`src/rtl/uart_pkg.sv`:
```
// uart_pkg: shared FSM states and framing constants for the a0 word UART transmitter
package uart_pkg;
  typedef enum logic [1:0] {IDLE, START, DATA, STOP} state_t;
  localparam int BYTES_PER_WORD = 4;
  localparam int BITS_PER_BYTE = 8;
  // bit i of byte b, bytes numbered from the most significant end
  function automatic logic word_bit(input logic [31:0] w, input logic [1:0] b, input logic [2:0] i);
    return w[{~b, i}];
  endfunction
endpackage

```
`src/rtl/word_fifo.sv`:
```
// word_fifo: power-of-two word FIFO; push is ignored when full, pop when empty
module word_fifo #(
  parameter int WIDTH = 32,
  parameter int DEPTH = 4
) (
  input  logic                     clk,
  input  logic                     rst,
  input  logic                     push,
  input  logic                     pop,
  input  logic [WIDTH-1:0]         din,
  output logic [WIDTH-1:0]         dout,
  output logic                     full,
  output logic                     empty,
  output logic [$clog2(DEPTH):0]   count
);
  localparam int AW = $clog2(DEPTH);
  logic [WIDTH-1:0] mem [DEPTH];
  logic [AW-1:0] wr_ptr, rd_ptr;
  logic do_push, do_pop;
  assign full = count == (AW+1)'(DEPTH);
  assign empty = count == '0;
  assign do_push = push && !full;
  assign do_pop = pop && !empty;
  assign dout = mem[rd_ptr];
  always_ff @(posedge clk or negedge rst)
    if (!rst) begin
      wr_ptr <= '0;
      rd_ptr <= '0;
      count <= '0;
    end else begin
      if (do_push) wr_ptr <= wr_ptr + 1'b1;
      if (do_pop) rd_ptr <= rd_ptr + 1'b1;
      count <= count + (AW+1)'(do_push) - (AW+1)'(do_pop);
    end
  always_ff @(posedge clk)
    if (do_push) mem[wr_ptr] <= din;
endmodule

```
`src/rtl/a0_uart_tx.sv`:
```
// a0_uart_tx: queues each change of the cpu a0 value and sends it as four 8N1 UART bytes,
// most significant byte first
module a0_uart_tx
  import uart_pkg::*;
#(
  parameter int WIDTH = 32,
  parameter int CLKS_PER_BIT = 868,
  parameter int FIFO_DEPTH = 4
) (
  input  logic                          clk,
  input  logic                          rst,
  input  logic [WIDTH-1:0]              a0_in,
  input  logic                          capture_en,
  output logic                          tx,
  output logic                          busy,
  output logic                          overflow,
  output logic [$clog2(FIFO_DEPTH):0]   fifo_count
);
  localparam int BW = $clog2(CLKS_PER_BIT);
  localparam logic [BW-1:0] BAUD_LAST = BW'(CLKS_PER_BIT - 1);
  localparam logic [2:0] BIT_LAST = 3'(BITS_PER_BYTE - 1);
  localparam logic [1:0] BYTE_LAST = 2'(BYTES_PER_WORD - 1);
  state_t state, state_d;
  logic [BW-1:0] baud, baud_d;
  logic [2:0] bit_idx, bit_d;
  logic [1:0] byte_idx, byte_d;
  logic [WIDTH-1:0] word, word_d, prev_a0, fifo_dout;
  logic tx_d, change, full, empty, pop, bit_end;
  assign change = capture_en && (a0_in != prev_a0);
  assign bit_end = baud == BAUD_LAST;
  assign busy = (state != IDLE) || !empty;
  word_fifo #(.WIDTH(WIDTH), .DEPTH(FIFO_DEPTH)) u_fifo (
    .clk(clk),
    .rst(rst),
    .push(change),
    .pop(pop),
    .din(a0_in),
    .dout(fifo_dout),
    .full(full),
    .empty(empty),
    .count(fifo_count)
  );
  // prev_a0 follows a0_in whenever capture is enabled, even if the push is dropped
  always_ff @(posedge clk or negedge rst)
    if (!rst) begin
      prev_a0 <= '0;
      overflow <= 1'b0;
    end else begin
      if (capture_en) prev_a0 <= a0_in;
      if (change && full) overflow <= 1'b1;
    end
  always_ff @(posedge clk or negedge rst)
    if (!rst) begin
      state <= IDLE;
      baud <= '0;
      bit_idx <= '0;
      byte_idx <= '0;
      word <= '0;
      tx <= 1'b1;
    end else begin
      state <= state_d;
      baud <= baud_d;
      bit_idx <= bit_d;
      byte_idx <= byte_d;
      word <= word_d;
      tx <= tx_d;
    end
  always_comb begin
    state_d = state;
    baud_d = baud + 1'b1;
    bit_d = bit_idx;
    byte_d = byte_idx;
    word_d = word;
    pop = 1'b0;
    case (state)
      IDLE: begin
        baud_d = '0;
        if (!empty) begin
          pop = 1'b1;
          word_d = fifo_dout;
          byte_d = '0;
          bit_d = '0;
          state_d = START;
        end
      end
      START:
        if (bit_end) begin
          baud_d = '0;
          bit_d = '0;
          state_d = DATA;
        end
      DATA:
        if (bit_end) begin
          baud_d = '0;
          if (bit_idx == BIT_LAST) state_d = STOP;
          else bit_d = bit_idx + 1'b1;
        end
      STOP:
        if (bit_end) begin
          baud_d = '0;
          if (byte_idx == BYTE_LAST) state_d = IDLE;
          else begin
            byte_d = byte_idx + 1'b1;
            bit_d = '0;
            state_d = START;
          end
        end
      default: state_d = IDLE;
    endcase
  end
  // tx is registered from the next-state view so the line changes on the same edge as the state
  always_comb
    tx_d = (state_d == START) ? 1'b0 :
           (state_d == DATA)  ? word_bit(word_d, byte_d, bit_d) : 1'b1;
endmodule

```
`config.mk`:
```
export PLATFORM = sky130hd
export DESIGN_NAME = a0_uart_tx
export DESIGN_NICKNAME = d
export VERILOG_FILES = /design/src/rtl/uart_pkg.sv /design/src/rtl/word_fifo.sv /design/src/rtl/a0_uart_tx.sv
export SDC_FILE = /design/constraint.sdc
export NUM_CORES = 1
export LEC_CHECK = 0
export ABC_AREA = 0
export BUFFER_PORTS_ARGS = -buffer_cell sky130_fd_sc_hd__buf_2
export CORE_ASPECT_RATIO = 1.5
export CORE_MARGIN = 3
export CORE_UTILIZATION = 50
export CTS_CLUSTER_SIZE = 40
export DETAILED_ROUTE_END_ITERATION = 7
export PLACE_DENSITY_LB_ADDON = 0.3
export SYNTH_ARGS = -nofsm -noshare
export SYNTH_HDL_FRONTEND = slang
export SYNTH_SLANG_ARGS = --single-unit
```
`constraint.sdc`:
```
create_clock -name clk -period 3.8 [get_ports clk]
set_clock_uncertainty 0.1 [all_clocks]
set_input_delay 0.19 -clock clk [delete_from_list [all_inputs] [get_ports clk]]
set_output_delay 0.19 -clock clk [all_outputs]
set_load 0.02 [all_outputs]
```
==> results.yml <==
run_status:
  status: "complete, no violations"
clock_tree:
  htree_levels: 1
  cts-buffers-inserted: 21
  root_buffer: "clkbuf_16"
  ctsLongestPathBuffers: 3
  clkSinkCount: 218
  post-cts-setup-buffers: 0
  clock_latency_ps: 490
  cts-resized-gates: 0
  cts_tree: "built"
  path_clk_slew_ps: 60
power_and_ir_drop:
  p_total_mw: 7.87
  p_leak_nw: 4.19
  vdd_drop_max_mv: 0.378
  powerDensity_mw_per_mm2: 734
global_route:
  grt_pass1_vias: 5277
  grt_usage: 0.191
  grt_max_degree: 66
  grt_pass1_wl_um: 28800
  grt_overflow: 0
  antenna_found_initial: 0
setup_path:
  rrSetupSlack_ps: 590
  cp-end-kind: "register"
  reg2regPathDepth: 12
  slowest_delay_ps: 440
  path_class: "reg2reg"
  cp_data_arrival_time_ps: 3500
  cp_slowest_cell: "nor4b_4"
  startpoint_type: "register"
  required_ps: 4090
  crit_chain: "inv_1, ha_1, nor4b_4, and2_1, a2111oi_0, or2_1, buf_4, mux2i_1, o22ai_1, o211ai_1, o31a_1, a31oi_1"
  critPathMaxFanout: 16
sta:
  drv_slew: 0
  setup_violations: 0
  finalCritPeriodShare: 0.845
  rsz0062_at_grt: "false"
  hold_violations: 0
  period_needed_ps: 3210
  worstMarginPinSlew_ps: 913
  timing.fmax_ghz: 0.312
  fin_tns_setup_ps: 0
  hold-worst-slack_ps: 282
  relSlewSlack: 0.392
synthesis:
  synth-edff-count: 128
  yosysTopAreaCellShare: 0.420
  syn_inst: 540
  syn_nets: 588
  synth_area_mm2: 0.00914
  yosys_warnings: 0
  synth.distinct_cells: 49
  syn_avg_cell_area_um2: 16.9
  synth_top_area_cell: "edfxtp_1"
  synth-main-ff-cell: "edfxtp_1"
  ys_ff_latch: 218
  synth_seq_area_share: 0.667
  async_reset_ff_frac: 0.413
  synthTopCellsByArea: "edfxtp_1 (42%), dfrtp_1 (24%), mux2_2 (8.1%)"
layout:
  nets: 677
  fill_cells: 1280
  multi_input_area_mm2: 0.00288
  register_area_mm2: 0.00610
  drive_above_1_share: 0.295
  diodes: 0
  fin_area_mm2: 0.0107
  syn_to_final_growth_pct: 17.2
place:
  port_buffers: 40
  gp_congestion: 0.814
  dp_hpwl_um: 11800
  postPlaceCellArea_mm2: 0.00961
die:
  die_height_um: 172
  io_pins: 41
  start_util: 0.518
  dieArea_mm2: 0.0200
  die_x_um: 116
  num_rows: 59
  core_area_mm2: 0.0176
hold_path:
  min_path_type: "in2async"
route:
  post_drt_wl_per_cell_um: 21.1
  drc_errors: 0
  drtIter0Drc: 286
  routed_via_density: 5.61
  wirelength_um: 18100
  ant_nets: 0
  vias: 4800
  dr.pass1.iters: 4
flow_run:
  max-cap-violations: 0
flip-flops by register name, indices dropped and copies added (netlist names):
name / cells
u_fifo.wr_ptr: 2
u_fifo.mem: 128
tx: 1
state: 2
overflow: 1
byte_idx: 2
bit_idx: 3
baud: 10
prev_a0: 32
word: 32
u_fifo.count: 3
u_fifo.rd_ptr: 2
report_power, final:
group          internal (mW)  total, mW  switching (mW)
logic                   1.07       2.21            1.14
registers               3.11       3.37           0.257
clock network           1.44       2.29           0.845
cells in the final DEF (no fill, tap or decap), types with 2 or more instances in the layout:
cell type and instances:
edfxtp_1 128, dfrtp_1 88, mux2_2 66, buf_2 39, xor2_1 38, dlygate4sd3_1 34
mux4_2 32, clkbuf_16 21, nor2_1 16, inv_1 15, nand2_1 15, mux2i_1 15
ha_1 12, buf_4 12, o21ai_0 10, nor4_1 8, and2_1 8, xnor2_1 7
o22ai_1 6, bufinv_16 6, nand4_1 5, nand2b_1 5, a21oi_1 4, and3_1 4
nand3_1 4, o211ai_1 4, nor3_1 3, clkinv_1 3, clkinv_2 3, a21o_1 2
a31oi_1 2, a21boi_0 2, clkbuf_1 2
synth_stat cells, types with 10 or more instances:
| cell type | instances |
|---|---|
| dfrtp_1 | 89 |
| edfxtp_1 | 128 |
| ha_1 | 12 |
| inv_1 | 15 |
| mux2_2 | 66 |
| mux2i_1 | 15 |
| mux4_2 | 32 |
| nand2_1 | 15 |
| nor2_1 | 16 |
| o21ai_0 | 10 |
| xor2_1 | 38 |
area by class of cell:
cell class / instances / share of cell area
Tap cell: 213 / 0.0249
Clock buffer: 24 / 0.0510
Inverter: 16 / 0.00561
Multi-Input combinational cell: 286 / 0.269
Timing Repair Buffer: 86 / 0.0603
Clock inverter: 13 / 0.0204
Sequential cell: 218 / 0.569
cell families after synthesis:
family / after synthesis / synth area share
DFF: 218 / 0.667
muxes: 113 / 0.177
and+or+nand+nor: 78 / 0.0494
xor gates and xnor gates: 45 / 0.0431
AOI/OAI and AO/OA: 37 / 0.0270
buffers and inverters: 36 / 0.0186
adders and majority gates: 13 / 0.0186
timing repair:
action,in CTS,in global routing
hold buffers,34,0
endpoints found under the setup margin,0,0
endpoints found under the hold margin,225,0
path summary, 6_finish.rpt:
check	endpoint	startpoint
worst max-delay path	tx	state[0]
worst min-delay path	word[12]	rst
worst max register to register	tx	state[0]
worst min register to register	baud[0]	baud[0]
max in group asynchronous	tx	rst
min in group clk	baud[0]	baud[0]
metrics by stage:
| step | util | setup slack (ps) | std cells |
|---|---|---|---|
| detailed placement | 0.545 | 668 | 785 |
| global route | 0.607 | 358 | 856 |
| global placement | 0.545 | 664 | 785 |
| CTS | 0.607 | 558 | 856 |
| floorplan | - | 1150 | 540 |
| finish | 0.607 | 590 | 856 |
critical path, delay by kind of cell (launching register included):
| family | cells | cell delay, ps |
|---|---|---|
| AOI/OAI and AO/OA | 5 | 650 |
| adders and majority gates | 1 | 360 |
| buffers and inverters | 2 | 380 |
| DFF | 1 | 430 |
| muxes | 1 | 350 |
| and+or+nand+nor | 3 | 860 |
routing by layer:
layer / wire, um / vias to the layer above / track usage
met5: 0 / - / 0
met4: 414 / 0 / 0.0596
met3: 617 / 22 / 0.0292
met2: 10400 / 89 / 0.356
met1: 6660 / 2482 / 0.222
li1: - / 2207 / -
No activity file was read; power rests on OpenSTA's default activity.
